==> src/rtl/sisc_fetch.sv <==
// SISC instruction-fetch stage: owns PC and IR, fetches one word per request.
// Define SISC_FETCH_TIMEOUT_EN to abort fetches that wait longer than TMO_CYC cycles.
module sisc_fetch #(
    parameter int          ADDR_W  = 16,
    parameter int          INSTR_W = 32,
    parameter logic [3:0]  HLT_OP  = 4'd15,
    parameter int          TMO_CYC = 15
) (
    input  logic               clk,
    input  logic               rst_f,
    input  logic               fetch_en,
    input  logic               pc_write,
    input  logic [ADDR_W-1:0]  br_target,
    output logic               imem_req,
    output logic [ADDR_W-1:0]  imem_addr,
    input  logic [INSTR_W-1:0] imem_rdata,
    input  logic               imem_valid,
    output logic [INSTR_W-1:0] ir,
    output logic [3:0]         opcode,
    output logic [3:0]         mm,
    output logic [ADDR_W-1:0]  pc,
    output logic               ir_valid,
    output logic               halted,
    output logic               fetch_err
);

    typedef enum logic [1:0] {
        IDLE = 2'd0,
        WAIT = 2'd1,
        HALT = 2'd2
    } state_e;

    state_e               state_q, state_d;
    logic [ADDR_W-1:0]    pc_q, pc_d;
    logic [ADDR_W-1:0]    addr_q, addr_d;
    logic [INSTR_W-1:0]   ir_q, ir_d;
    logic                 req_q, req_d;
    logic                 irv_q, irv_d;
    // set when a branch landed during WAIT, so completion must not increment
    logic                 br_q, br_d;
    logic                 done;

    assign done = (state_q == WAIT) && req_q && imem_valid;

`ifdef SISC_FETCH_TIMEOUT_EN
    localparam int CNT_W = $clog2(TMO_CYC + 1);
    logic [CNT_W-1:0]     cnt_q, cnt_d;
    logic                 err_q, err_d;
    logic                 tmo;

    assign tmo = (state_q == WAIT) && !done && (cnt_q == CNT_W'(TMO_CYC - 1));

    always_comb begin
        cnt_d = cnt_q;
        err_d = err_q;
        if (state_q == IDLE) begin
            cnt_d = '0;
        end else if (state_q == WAIT && !done) begin
            cnt_d = cnt_q + CNT_W'(1);
            if (tmo) begin
                err_d = 1'b1;
            end
        end
    end

    always_ff @(posedge clk or negedge rst_f) begin
        if (!rst_f) begin
            cnt_q <= '0;
            err_q <= 1'b0;
        end else begin
            cnt_q <= cnt_d;
            err_q <= err_d;
        end
    end

    assign fetch_err = err_q;
`else
    logic tmo;
    assign tmo       = 1'b0;
    assign fetch_err = 1'b0;
`endif

    // state register
    always_ff @(posedge clk or negedge rst_f) begin
        if (!rst_f) begin
            state_q <= IDLE;
        end else begin
            state_q <= state_d;
        end
    end

    // next-state logic
    always_comb begin
        state_d = state_q;
        unique case (state_q)
            IDLE: begin
                if (fetch_en) begin
                    state_d = WAIT;
                end
            end
            WAIT: begin
                if (done) begin
                    if (imem_rdata[INSTR_W-1 -: 4] == HLT_OP) begin
                        state_d = HALT;
                    end else begin
                        state_d = IDLE;
                    end
                end else if (tmo) begin
                    state_d = IDLE;
                end
            end
            HALT: state_d = HALT;
            default: state_d = IDLE;
        endcase
    end

    // datapath / output logic
    always_comb begin
        pc_d   = pc_q;
        addr_d = addr_q;
        ir_d   = ir_q;
        req_d  = req_q;
        irv_d  = 1'b0;
        br_d   = br_q;
        unique case (state_q)
            IDLE: begin
                br_d = 1'b0;
                if (pc_write) begin
                    pc_d = br_target;
                end
                if (fetch_en) begin
                    req_d  = 1'b1;
                    addr_d = pc_write ? br_target : pc_q;
                end
            end
            WAIT: begin
                if (done) begin
                    ir_d  = imem_rdata;
                    req_d = 1'b0;
                    irv_d = 1'b1;
                    br_d  = 1'b0;
                    if (pc_write) begin
                        pc_d = br_target;
                    end else if (!br_q) begin
                        pc_d = pc_q + ADDR_W'(1);
                    end
                end else begin
                    if (pc_write) begin
                        pc_d = br_target;
                        br_d = 1'b1;
                    end
                    if (tmo) begin
                        req_d = 1'b0;
                    end
                end
            end
            HALT: begin
                req_d = 1'b0;
            end
            default: begin
                req_d = 1'b0;
            end
        endcase
    end

    always_ff @(posedge clk or negedge rst_f) begin
        if (!rst_f) begin
            pc_q   <= '0;
            addr_q <= '0;
            ir_q   <= '0;
            req_q  <= 1'b0;
            irv_q  <= 1'b0;
            br_q   <= 1'b0;
        end else begin
            pc_q   <= pc_d;
            addr_q <= addr_d;
            ir_q   <= ir_d;
            req_q  <= req_d;
            irv_q  <= irv_d;
            br_q   <= br_d;
        end
    end

    assign imem_req  = req_q;
    assign imem_addr = addr_q;
    assign ir        = ir_q;
    assign opcode    = ir_q[INSTR_W-1 -: 4];
    assign mm        = ir_q[INSTR_W-5 -: 4];
    assign pc        = pc_q;
    assign ir_valid  = irv_q;
    assign halted    = (state_q == HALT);

endmodule

==> config.mk <==
export PLATFORM = sky130hd
export DESIGN_NAME = sisc_fetch
export DESIGN_NICKNAME = d
export VERILOG_FILES = /design/src/rtl/sisc_fetch.sv
export SDC_FILE = /design/constraint.sdc
export NUM_CORES = 1
export LEC_CHECK = 0
export BUFFER_PORTS_ARGS = -buffer_cell sky130_fd_sc_hd__buf_4
export CAP_MARGIN = 25
export CORE_ASPECT_RATIO = 1.5
export CORE_MARGIN = 2
export CORE_UTILIZATION = 25
export DETAILED_ROUTE_END_ITERATION = 10
export SYNTH_ARGS = -nofsm -noshare
export SYNTH_HDL_FRONTEND = slang
export SYNTH_SLANG_ARGS = --single-unit
==> constraint.sdc <==
create_clock -name clk -period 3.93 [get_ports clk]
set_input_delay 0.786 -clock clk [delete_from_list [all_inputs] [get_ports clk]]
set_output_delay 0.786 -clock clk [all_outputs]
set_load 0.05 [all_outputs]
### Yosys cells after proc, flatten, opt, wreduce, memory -nomap -nowiden

Cells that the tools add are included.
Widths: inputs -> output; s select.

* flip-flop bits (word level): 69
* bits in latches: 0
* bits in writable memories: 0
* memory bits (read-only): 0
* output and inout port bits: 76
* logic and storage cells: 41
* memories: 0

* add/subtract/negate cells: 1
* multiply operators: 0
* divide/modulo/power cells: 0
* order comparisons: 0
* eq/ne operators: 7
* shifts and indexed selects: 0
* muxes and demuxes: 17
* bitwise operators: 0
* reductions and logical operators: 9

Operator list (number)
* $mux 16: 4
* $pmux 16 s2: 1
* $add 16x1->16 const B: 1
* $reduce_and 2->1: 5
* $mux 1: 6
* $mux 2: 3
* $pmux 2 s3: 1
* $eq 4x4->1 const B: 1
* $ne 2x2->1 const B: 2
* $ne 4x4->1 const B: 1
* $pmux 1 s2: 2
* $ne 3x3->1 const B: 1
* $eq 2x1->1 const B: 1
* $eq 2x2->1 const B: 1
* $logic_and 1x1->1: 2
* $logic_not 2->1: 1
* $reduce_bool 2->1: 1

### Longest topological paths before layout

Gate-level depths: netlist (run 1).

* word-level depth: 5
* mapped depth: 7
* gate-level depth less buffers: 5

### Worst setup path before layout (run 1)

No wires, ideal clock.

* kind: flip-flop to flip-flop
* from: register pc_q[2], in the netlist pc[2]
* to: register pc_q[13], in the netlist pc[13]
* library setup time: 0.125 ns
* data arrival time: 2.145 ns
* required time: 3.805 ns
* slack: 1.660 ns
* stages on the path, launching flop included: 6
* path buffers: 1
* period minus slack after synthesis: 2.270 ns
* path through: dfrtp_1 buf_4 nand3_1 or4_4 nor4_1 mux2_2

* word-level cells in the longest chain between the ends: 5

RTL lines
* from (decl): RTL line 34 `logic [ADDR_W-1:0] pc_q, pc_d;`
* from (signal assigned): RTL line 175 `pc_q <= pc_d;`
* $add 16x1->16: RTL line 145 `pc_d = pc_q + ADDR_W'(1);`
* $mux 16: RTL line 144 `end else if (!br_q) begin`
* $mux 16: RTL line 142 `if (pc_write) begin`
* $mux 16: RTL line 137 `if (done) begin`
* $pmux 16 s2: RTL line 125 `unique case (state_q)`

Every way passes these cells. The select of a mux whose other input is x is not followed.
A chain may end at the register's enable or synchronous reset.

### Worst setup path in the final report (run 1)

* from: input port pc_write
* to: register pc_q[10], in the netlist pc[10]

* word-level cells in the longest chain between the ends: 3

RTL lines
* from (decl): RTL line 12 `input logic pc_write,`
* $mux 16 (on tied branches)
* $mux 16: RTL line 137
* $pmux 16 s2: RTL line 125

Parallel ways exist; a longest one is shown, timed or not.

==> metrics.log, run 1 <==
INFO  metric status = complete, no violations
INFO  metric cts_max_level = 3
INFO  metric clkPwrFrac = 26.2%
INFO  metric hold_depth = 2
INFO  metric timing.rr.end = pc[12]
INFO  metric worst-r2r-cell-count = 5
INFO  metric finalCritPeriodShare = 63.6%
INFO  metric initial_core_util = 25.3%
INFO  metric cts_num_sinks = 68
INFO  metric grt_max_degree = 69
INFO  metric r2r_setup_slack = 1770 ps
INFO  metric timing.final.hold_violations = 0
INFO  metric fin_setup_tns = 0 ps
INFO  metric tightestPinTransition = 906 ps
INFO  metric cts_made_buffers = 9
INFO  metric rsz0062_at_grt = false
INFO  metric post-cts-setup-buffer-count = 0
INFO  metric worst_hold_startpoint = ir[1]
INFO  metric crit_path_start_kind = input pin
INFO  metric synth_top_cells_by_area = dfrtp_1 52%, nand2_1 13%, mux2i_1 3.4%, a21oi_1 3.2%, nor2_1 3.0%
INFO  metric cts_tree = built
INFO  metric placementRows = 51
INFO  metric antenna_found_initial = 0
INFO  metric synth.most_common_cell = nand2_1
INFO  metric arrival = 2710 ps
INFO  metric finalWirelength = 9660 um
INFO  metric p_switching = 1590 uW
INFO  metric routabilityCongestion = 0.837
INFO  metric grt_pass1_vias = 3094
INFO  metric most_frequently_used_flop_master_after_synthesis = dfrtp_1
INFO  metric drt-pass1-iter-count = 4
INFO  metric critPathCaptureType = flip-flop
INFO  metric synthCells = 367
INFO  metric min_path_type = reg2reg
INFO  metric internal_power = 1960 uW
INFO  metric final.min_clock_period = 2500 ps
INFO  metric part_of_the_power_in_combinational_logic = 43.9%
INFO  metric path_clk_slew = 60 ps
INFO  metric synthToLayoutAreaGrowth = 41.2%
INFO  metric timing.critical_path.fanout_max = 35
INFO  metric cts_resized = 0
INFO  metric grt_pass1_wl = 15900 um
INFO  metric timing.critical_path.required = 4150 ps
INFO  metric async_reset_ff_share = 100%
INFO  metric floorplan_die_height = 144 um
INFO  metric final_nets = 531
INFO  metric power.share.switching = 44.8%
INFO  metric clock-skew-final = 9.30 ps
INFO  metric fp.coreArea = 0.0129 mm2
INFO  metric synthesis.area = 0.00326 mm2
INFO  metric synth_commonest_cells = 117 x nand2_1, 68 x dfrtp_1, 26 x nor2_1
INFO  metric grt_util_all_layers = 14.3%
INFO  metric ioPinCount = 129
INFO  metric classification_of_the_worst_setup_path = in2reg
INFO  metric synthesis.yosys.warnings = 0
INFO  metric synth_edf_count = 0
INFO  metric detailedPlacementHpwl = 6970 um
INFO  metric synth_top_cell_area_share = 52.2%
INFO  metric fraction_of_final_layout_cells_sized_beyond_drive_strength_1 = 32.2%
INFO  metric vias_per_cell = 4.72
INFO  metric root_buffer = clkbuf_16
INFO  metric antenna-diode-count = 0
INFO  metric power_per_cell_area = 772 mW/mm2
INFO  metric timing.max_cap.violations = 0
INFO  metric grt.overflow.total = 0
INFO  metric buffer_ports.inserted = 127
INFO  metric cts_max_path_buffers = 2
INFO  metric power.sequential.fraction = 29.9%
INFO  metric synth.avg_cell_area = 8.89 um2
INFO  metric die_x = 97.3 um
INFO  metric slew_headroom = 39.3%
INFO  metric finalSetupViolations = 0
INFO  metric worst_hold_path.endpoint = ir[1]
INFO  metric route.antenna.remaining_nets = 0
INFO  metric drt_first_iter_violations = 81
INFO  metric synth_seq_area_share = 52.2%
INFO  metric fill_cells = 1369
INFO  metric p_leak = 0.00229 uW
INFO  metric post_drt_wl_per_cell = 15.1 um
INFO  metric remaining_drcs = 0
INFO  metric vias = 3027
INFO  metric r2r-start = pc[0]
INFO  metric number_of_nets_produced_by_synthesis = 421
INFO  metric worstSkewPairLatency = 330 ps
INFO  metric postCtsHoldBufs = 0
INFO  metric max-vdd-ir-drop = 312 uV
INFO  metric synth.distinct_cells = 46
INFO  metric synth_largest_area_cell = dfrtp_1
INFO  metric die_area = 0.0140 mm2
INFO  metric final-max-slew-violation-count = 0
INFO  metric yosys_register_bits = 68
INFO  metric post-route-util = 35.7%
INFO  metric max_freq = 400 MHz
[kinds of logic (layout without fill, tap and decap cells)]
family	Yosys count	after routing	share of synthesized area, %
muxes	13	13	4.07
adders and majority gates	1	1	0.384
buffers and inverters	38	153	6.02
AOI/OAI and AO/OA	54	54	10.3
DFF	68	68	52.2
other	1	1	0.115
and+or+nand+nor	192	192	26.9
[registers in the layout, summed over array words and instances, names as in the netlist]
name / flops
ir_valid: 1
imem_addr: 16
br_q: 1
ir: 32
pc: 16
state_q: 2
[layer usage]
layer,GRT usage [%],vias up,part of all wire (%)
met3,3.94,10,6.3
met4,5.26,0,1.5
met2,25.5,89,54
met5,0,-,0
li1,-,1460,-
met1,16.3,1468,38
[power by group through the flow]
| stage | combinational [uW] | sequential [uW] | clock (uW) |
|---|---|---|---|
| after global placement | 1570 | 1070 | 0 |
| after floorplan | 434 | 1720 | 0 |
| after detailed placement | 1580 | 1080 | 0 |
| after CTS | 1580 | 1070 | 962 |
| final | 1560 | 1060 | 932 |
| after global routing | 1660 | 1090 | 995 |
[critical path: stages]
cell,delay [ps]
buf_4,360
inv_1,320
a31oi_1,730
o21ai_0,230
a22o_1,280
[cell type report]
cell class | count | area, um2 | share of cell area [%]
Clock buffer | 10 | 229 | 4.97
Clock inverter | 6 | 111 | 2.42
Inverter | 8 | 30.0 | 0.652
Multi-Input combinational cell | 261 | 1370 | 29.7
Sequential cell | 68 | 1700 | 36.9
Tap cell | 159 | 199 | 4.32
Timing Repair Buffer | 129 | 968 | 21.0
[cells in the final DEF, fill, tap and decap left out, types with 4 or more instances in the layout]
cell type  instances
a21oi_1           21
nor3_1             7
o22ai_1            6
mux2i_1           11
nand2_1          117
a22o_1             4
o21ai_0            6
buf_4            129
dfrtp_1           68
nand4_1            9
nor2_1            25
inv_1              7
nor4_1             5
clkbuf_16          9
a31oi_1            6
[worst max path at each step]
stage	startpoint	end	slack, ps	depth (start not counted)
after detailed placement	pc_write	pc[10]	1090	5
after CTS	pc_write	pc[10]	1440	5
after global routing	pc_write	pc[10]	1180	5
after global placement	pc_write	pc[10]	1140	5
final	pc_write	pc[10]	1430	5
after floorplan	pc_write	pc[12]	1660	5
[through the flow]
| step | std cells | hold WS [ps] | total power (uW) | worst slack, ps | area [um2] |
|---|---|---|---|---|---|
| 2_1_floorplan | 367 | 490 | 2160 | 1660 | 3260 |
| 3_3_place_gp | 625 | 460 | 2640 | 1140 | 4270 |
| 3_5_place_dp | 625 | 463 | 2660 | 1090 | 4270 |
| 4_1_cts | 641 | 478 | 3610 | 1440 | 4610 |
| 5_1_grt | 641 | 507 | 3740 | 1180 | 4610 |
| 6_report | 641 | 475 | 3560 | 1430 | 4610 |
No activity file was read; power rests on OpenSTA's default activity.
==> inputs of run 2 (changes only) <==
==> constraint.sdc (replaced) <==
create_clock -name clk -period 2.3 [get_ports clk]
set_input_delay 0.46 -clock clk [delete_from_list [all_inputs] [get_ports clk]]
set_output_delay 0.46 -clock clk [all_outputs]
set_load 0.05 [all_outputs]
==> run 2 against run 1 <==
Compared with the run above: critical path depth unchanged; cell count up 1.4%; sequential share of layout area down 0.71 points; die area unchanged; clock skew down 1.1 ps; non-clock buffer count up 9; clock-buffer cell count up 1; power up 72%; register-to-register slack worse by 1500 ps; setup slack worse by 1200 ps; via count about the same; hold slack worse by 400 ps; critical path type is now reg2reg.
==> metrics.log, run 2 (synthesis gave the netlist of run 1 again) <==
INFO  metric status = complete, no violations
INFO  metric worstSetupPathDepth = 5
INFO  metric final.min_clock_period = 2060 ps
INFO  metric grt_util_all_layers = 13.6%
INFO  metric setup_slack = 237 ps
INFO  metric fin_setup_tns = 0 ps
INFO  metric grt_pass1_vias = 2949
INFO  metric synthToLayoutAreaGrowth = 44.0%
INFO  metric root_buffer = clkbuf_16
INFO  metric setup.worst_path.start = pc[0]
INFO  metric worstPathCellList = ha_1, nand4_1, or3_4, or4_1, o311a_1
INFO  metric met2_length = 4920 um
INFO  metric grt_pass1_wl = 15200 um
INFO  metric multi_input_area = 0.00137 mm2
INFO  metric post-place-cells = 634
INFO  metric final_nets = 540
INFO  metric initial_core_util = 25.3%
INFO  metric crit_path_start_kind = flip-flop
INFO  metric layout_common_cells = 137 x buf_4, 117 x nand2_1, 68 x dfrtp_1, 25 x nor2_1, 21 x a21oi_1
INFO  metric part_of_the_power_in_combinational_logic = 44.2%
INFO  metric drt_first_iter_violations = 68
INFO  metric worst_path_max_delay_cell = dfrtp_1
INFO  metric remaining_drcs = 0
INFO  metric seqCellArea = 0.00170 mm2
INFO  metric power.sequential.fraction = 29.3%
INFO  metric post_drt_wl_per_cell = 14.6 um
INFO  metric worst-r2r-cell-count = 5
INFO  metric max-vdd-ir-drop = 637 uV
INFO  metric path_clk_slew = 60 ps
INFO  metric internal_power = 3410 uW
INFO  metric floorplan_die_height = 144 um
INFO  metric cp_endpoint = pc[12]
INFO  metric layout.cells.non_filler = 650
INFO  metric timing.rr.end = pc[12]
INFO  metric antenna_found_initial = 0
INFO  metric cts_resized = 0
INFO  metric finalWirelength = 9470 um
INFO  metric grt.overflow.total = 0
INFO  metric total_buffers_and_inverters_traversed_by_the_critical_path = 0
INFO  metric met3_routed_wirelength = 663 um
INFO  metric drt-pass1-iter-count = 4
INFO  metric fill_cells = 1347
INFO  metric final-max-slew-violation-count = 0
INFO  metric highest-signal-layer = met4
INFO  metric ioPinCount = 129
INFO  metric placementRows = 51
INFO  metric die_area = 0.0140 mm2
INFO  metric timing.final.hold_violations = 0
INFO  metric finalSetupViolations = 0
INFO  metric r2r_setup_slack = 240 ps
INFO  metric min_path_type = in2async
INFO  metric classification_of_the_worst_setup_path = reg2reg
INFO  metric fraction_of_final_layout_cells_sized_beyond_drive_strength_1 = 33.4%
INFO  metric routabilityCongestion = 0.858
INFO  metric layout_commonest_cell = buf_4
INFO  metric vias = 3025
INFO  metric antenna-diode-count = 0
INFO  metric timing.max_cap.violations = 0
INFO  metric cts_num_sinks = 68
INFO  metric critPathMaxStageDelay = 480 ps
INFO  metric timing.critical_path.fanout_max = 8
INFO  metric cts_tree = built
INFO  metric critPathCaptureType = flip-flop
INFO  metric die_x = 97.3 um
INFO  metric vias_per_cell = 4.65
INFO  metric post-cts-setup-buffer-count = 0
INFO  metric drt-met1-wl = 3650 um
INFO  metric route.antenna.remaining_nets = 0
INFO  metric postCtsHoldBufs = 0
INFO  metric power.share.switching = 44.4%
INFO  metric largest_reg_flops = 32
INFO  metric clock-skew-final = 8.16 ps
INFO  metric detailedPlacementHpwl = 6980 um
INFO  metric finalCritPeriodShare = 89.7%
INFO  metric clkPwrFrac = 26.4%
INFO  metric worstSkewPairLatency = 330 ps
INFO  metric timing.critical_path.required = 2520 ps
INFO  metric cts_made_buffers = 9
INFO  metric p_switching = 2720 uW
INFO  metric grt_max_degree = 38
INFO  metric power_per_cell_area = 1300 mW/mm2
INFO  metric buffer_ports.inserted = 127
INFO  metric max_freq = 485 MHz
INFO  metric r2r-start = pc[0]
INFO  metric cts_max_level = 3
INFO  metric detailedPlace.worstSlack = 220 ps
INFO  metric rsz0062_at_grt = false
INFO  metric critical_path.top_delay_family = simple AND/OR/NAND/NOR gates
INFO  metric fp.coreArea = 0.0129 mm2
INFO  metric arrival = 2280 ps
INFO  metric cts_max_path_buffers = 2
INFO  metric p_leak = 0.00234 uW
-- run 2: cell types whose count changed in the layout (fill, tap and decap cells not counted) --
cell        delta
clkinv_2       -1
clkbuf_8       +1
clkinv_4       +1
clkinvlp_4     -1
buf_12         +1
buf_4          +8
-- run 2: final cells by class --
class	count	share of cell area, %
Clock inverter	5	2.29
Timing Repair Buffer	138	22.3
Multi-Input combinational cell	261	29.1
Inverter	8	0.639
Clock buffer	11	5.17
Tap cell	159	4.24
Sequential cell	68	36.2
-- run 2: how the worst min path moves through the flow --
stage	slack, ps	cells past startpoint	to	start
2_1_floorplan	160	0	br_q	rst_f
3_3_place_gp	450	1	imem_addr[11]	rst_f
3_5_place_dp	460	1	pc[11]	rst_f
4_1_cts	90	1	pc[11]	rst_f
5_1_grt	130	1	imem_addr[11]	rst_f
6_report	80	1	imem_addr[11]	rst_f
-- run 2: layer usage --
layer  up-vias  GRT usage, %
li1       1477             -
met1      1421          15.8
met2       110          23.4
met3        17          4.09
met4         0          6.14
met5         -             0
-- run 2: stage by stage --
stage / total power, uW / area (um2) / hold slack [ps] / utilization, %
after floorplan: 3690 / 3260 / 164 / -
after global placement: 4520 / 4350 / 455 / 33.7
after detailed placement: 4550 / 4350 / 465 / 33.7
after CTS: 6210 / 4700 / 92.9 / 36.4
after global routing: 6430 / 4700 / 127 / 36.4
final: 6120 / 4700 / 79.7 / 36.4
-- run 2: power by group through the flow --
stage          Sequential, uW  Combinational [uW]  Clock [uW]
4_1_cts                  1800                2740        1670
5_1_grt                  1850                2860        1720
2_1_floorplan            2950                 742           0
3_3_place_gp             1800                2720           0
6_report                 1800                2710        1620
3_5_place_dp             1810                2740           0
==> inputs of run 3 (changes only) <==
--- a/config.mk
+++ b/config.mk
@@ -7,10 +7,13 @@
 export LEC_CHECK = 0
 export BUFFER_PORTS_ARGS = -buffer_cell sky130_fd_sc_hd__buf_4
 export CAP_MARGIN = 25
+export CELL_PAD_IN_SITES_DETAIL_PLACEMENT = 1
+export CELL_PAD_IN_SITES_GLOBAL_PLACEMENT = 1
 export CORE_ASPECT_RATIO = 1.5
 export CORE_MARGIN = 2
 export CORE_UTILIZATION = 25
 export DETAILED_ROUTE_END_ITERATION = 10
+export PLACE_DENSITY_LB_ADDON = 0.1
 export SYNTH_ARGS = -nofsm -noshare
 export SYNTH_HDL_FRONTEND = slang
 export SYNTH_SLANG_ARGS = --single-unit
==> run 3 against run 2 <==
Compared with the run above: setup slack lost 26 ps; clock skew is 3.4 ps lower; sequential share of layout area fell by 0.53 points; clock power rose by 12%; routed wire length rose by 16%; register-to-register slack worse by 30 ps; non-clock buffer count up 6; die area unchanged; via count up 3.6%; cell area rose by 1.5%; fmax shrank 1.2%; critical path type unchanged; largest power group unchanged.
==> metrics.log, run 3 (synthesis gave the netlist of run 1 again) <==
INFO  metric timing.max_cap.violations = 0
INFO  metric path_clk_slew = 60 ps
INFO  metric antenna-diode-count = 0
INFO  metric setup.worst_path.start = pc[0]
INFO  metric finalWirelength = 11000 um
INFO  metric finalCritPeriodShare = 90.8%
INFO  metric vias_per_cell = 4.78
INFO  metric timing.critical_path.required = 2510 ps
INFO  metric r2r-start = pc[0]
INFO  metric detailedPlacementHpwl = 8270 um
INFO  metric total_buffers_and_inverters_traversed_by_the_critical_path = 0
INFO  metric grt_util_all_layers = 16.3%
INFO  metric timing.critical_path.fanout_max = 8
INFO  metric grt_pass1_vias = 3504
INFO  metric grt_max_degree = 33
INFO  metric rsz0062_at_grt = false
INFO  metric die_x = 97.3 um
INFO  metric final_nets = 546
INFO  metric worst_path_max_delay_cell = dfrtp_1
INFO  metric r2r_setup_slack = 210 ps
INFO  metric cts_tree = built
INFO  metric cts_max_level = 3
INFO  metric setup_slack = 212 ps
INFO  metric worst-r2r-cell-count = 5
INFO  metric critPathCaptureType = flip-flop
INFO  metric floorplan_die_height = 144 um
INFO  metric cts_made_buffers = 9
INFO  metric power_per_cell_area = 1330 mW/mm2
INFO  metric worstSkewPairLatency = 330 ps
INFO  metric cp_endpoint = pc[12]
INFO  metric cts_resized = 0
INFO  metric antenna_found_initial = 0
INFO  metric timing.rr.end = pc[12]
INFO  metric fraction_of_final_layout_cells_sized_beyond_drive_strength_1 = 34.4%
INFO  metric remaining_drcs = 0
INFO  metric grt.overflow.total = 0
INFO  metric layout_commonest_cell = buf_4
INFO  metric max_freq = 479 MHz
INFO  metric placed_area = 0.00438 mm2
INFO  metric critical_path.top_delay_family = simple AND/OR/NAND/NOR gates
INFO  metric detailedPlace.worstSlack = 197 ps
INFO  metric die_area = 0.0140 mm2
INFO  metric cts_num_sinks = 68
INFO  metric finalSetupViolations = 0
INFO  metric layout_common_cells = 144 x buf_4, 117 x nand2_1, 68 x dfrtp_1, 25 x nor2_1, 21 x a21oi_1
INFO  metric ioPinCount = 129
INFO  metric buffer_ports.inserted = 127
INFO  metric placementRows = 51
INFO  metric root_buffer = clkbuf_16
INFO  metric postLayoutCellArea = 0.00477 mm2
INFO  metric worstSetupPathDepth = 5
INFO  metric clock-skew-final = 4.81 ps
INFO  metric timing.final.hold_violations = 0
INFO  metric status = complete, no violations
INFO  metric largest_reg_flops = 32
INFO  metric critPathMaxStageDelay = 490 ps
INFO  metric post_drt_wl_per_cell = 16.8 um
INFO  metric min_path_type = in2async
INFO  metric grt_pass1_wl = 17900 um
INFO  metric synthToLayoutAreaGrowth = 46.1%
INFO  metric p_leak = 0.00238 uW
INFO  metric initial_core_util = 25.3%
INFO  metric route.antenna.remaining_nets = 0
INFO  metric routabilityCongestion = 0.783
INFO  metric vias = 3133
INFO  metric cts_max_path_buffers = 2
INFO  metric fp.coreArea = 0.0129 mm2
INFO  metric classification_of_the_worst_setup_path = reg2reg
INFO  metric final-max-slew-violation-count = 0
INFO  metric fin_setup_tns = 0 ps
INFO  metric max-vdd-ir-drop = 667 uV
INFO  metric post-cts-setup-buffer-count = 0
INFO  metric postCtsHoldBufs = 0
INFO  metric drt_first_iter_violations = 77
INFO  metric worstPathCellList = ha_1, nand4_1, or3_4, or4_1, o311a_1
INFO  metric crit_path_start_kind = flip-flop
INFO  metric final.min_clock_period = 2090 ps
INFO  metric drt-pass1-iter-count = 4
INFO  metric arrival = 2300 ps
[run 3: changes by cell type in the layout (fill, tap and decap cells not counted)]
| cell | delta |
|---|---|
| buf_4 | +7 |
| bufinv_16 | +2 |
| buf_12 | -1 |
| clkbuf_1 | -1 |
| clkbuf_8 | -1 |
| clkinv_2 | +1 |
| clkinv_4 | -1 |
| clkinvlp_4 | +1 |
| inv_6 | -1 |
[run 3: final cells by class]
type	instances	area, um2
well taps	159	199
flip-flops and latches	68	1700
clock buffers	9	225
clock inverters	7	163
multi-input cells	261	1370
repair buffers	144	1080
inverters	8	30.0
fillers	1506	8120
[run 3: worst min-delay path by stage]
| stage | cells after the start | startpoint | endpoint | slack (ps) |
|---|---|---|---|---|
| 2_1_floorplan | 0 | rst_f | br_q | 160 |
| 3_3_place_gp | 1 | rst_f | pc[14] | 440 |
| 3_5_place_dp | 1 | rst_f | pc[14] | 450 |
| 4_1_cts | 1 | rst_f | pc[14] | 90 |
| 5_1_grt | 1 | rst_f | pc[14] | 90 |
| 6_report | 1 | rst_f | pc[14] | 60 |
[run 3: per-layer routing]
layer  global-route usage, %  wire length, um  up-vias
met1                    17.5             4210     1537
met5                       0                0        -
met3                    4.43              657       17
met2                    30.5             5930       89
li1                        -                -     1490
met4                    5.99              198        0
[run 3: power breakdown]
group,internal [uW],switching [uW],total [uW]
clock network,1280,539,1820
registers,1530,272,1800
logic,791,1950,2740
[run 3: per-stage QoR]
step	total power [uW]	utilization (%)	instances	hold slack, ps
6_report	6360	37.0	656	63.7
5_1_grt	6690	37.0	656	91.8
4_1_cts	6460	37.0	656	86.8
3_5_place_dp	4610	34.0	640	446
3_3_place_gp	4570	34.0	640	444
2_1_floorplan	3690	-	367	164
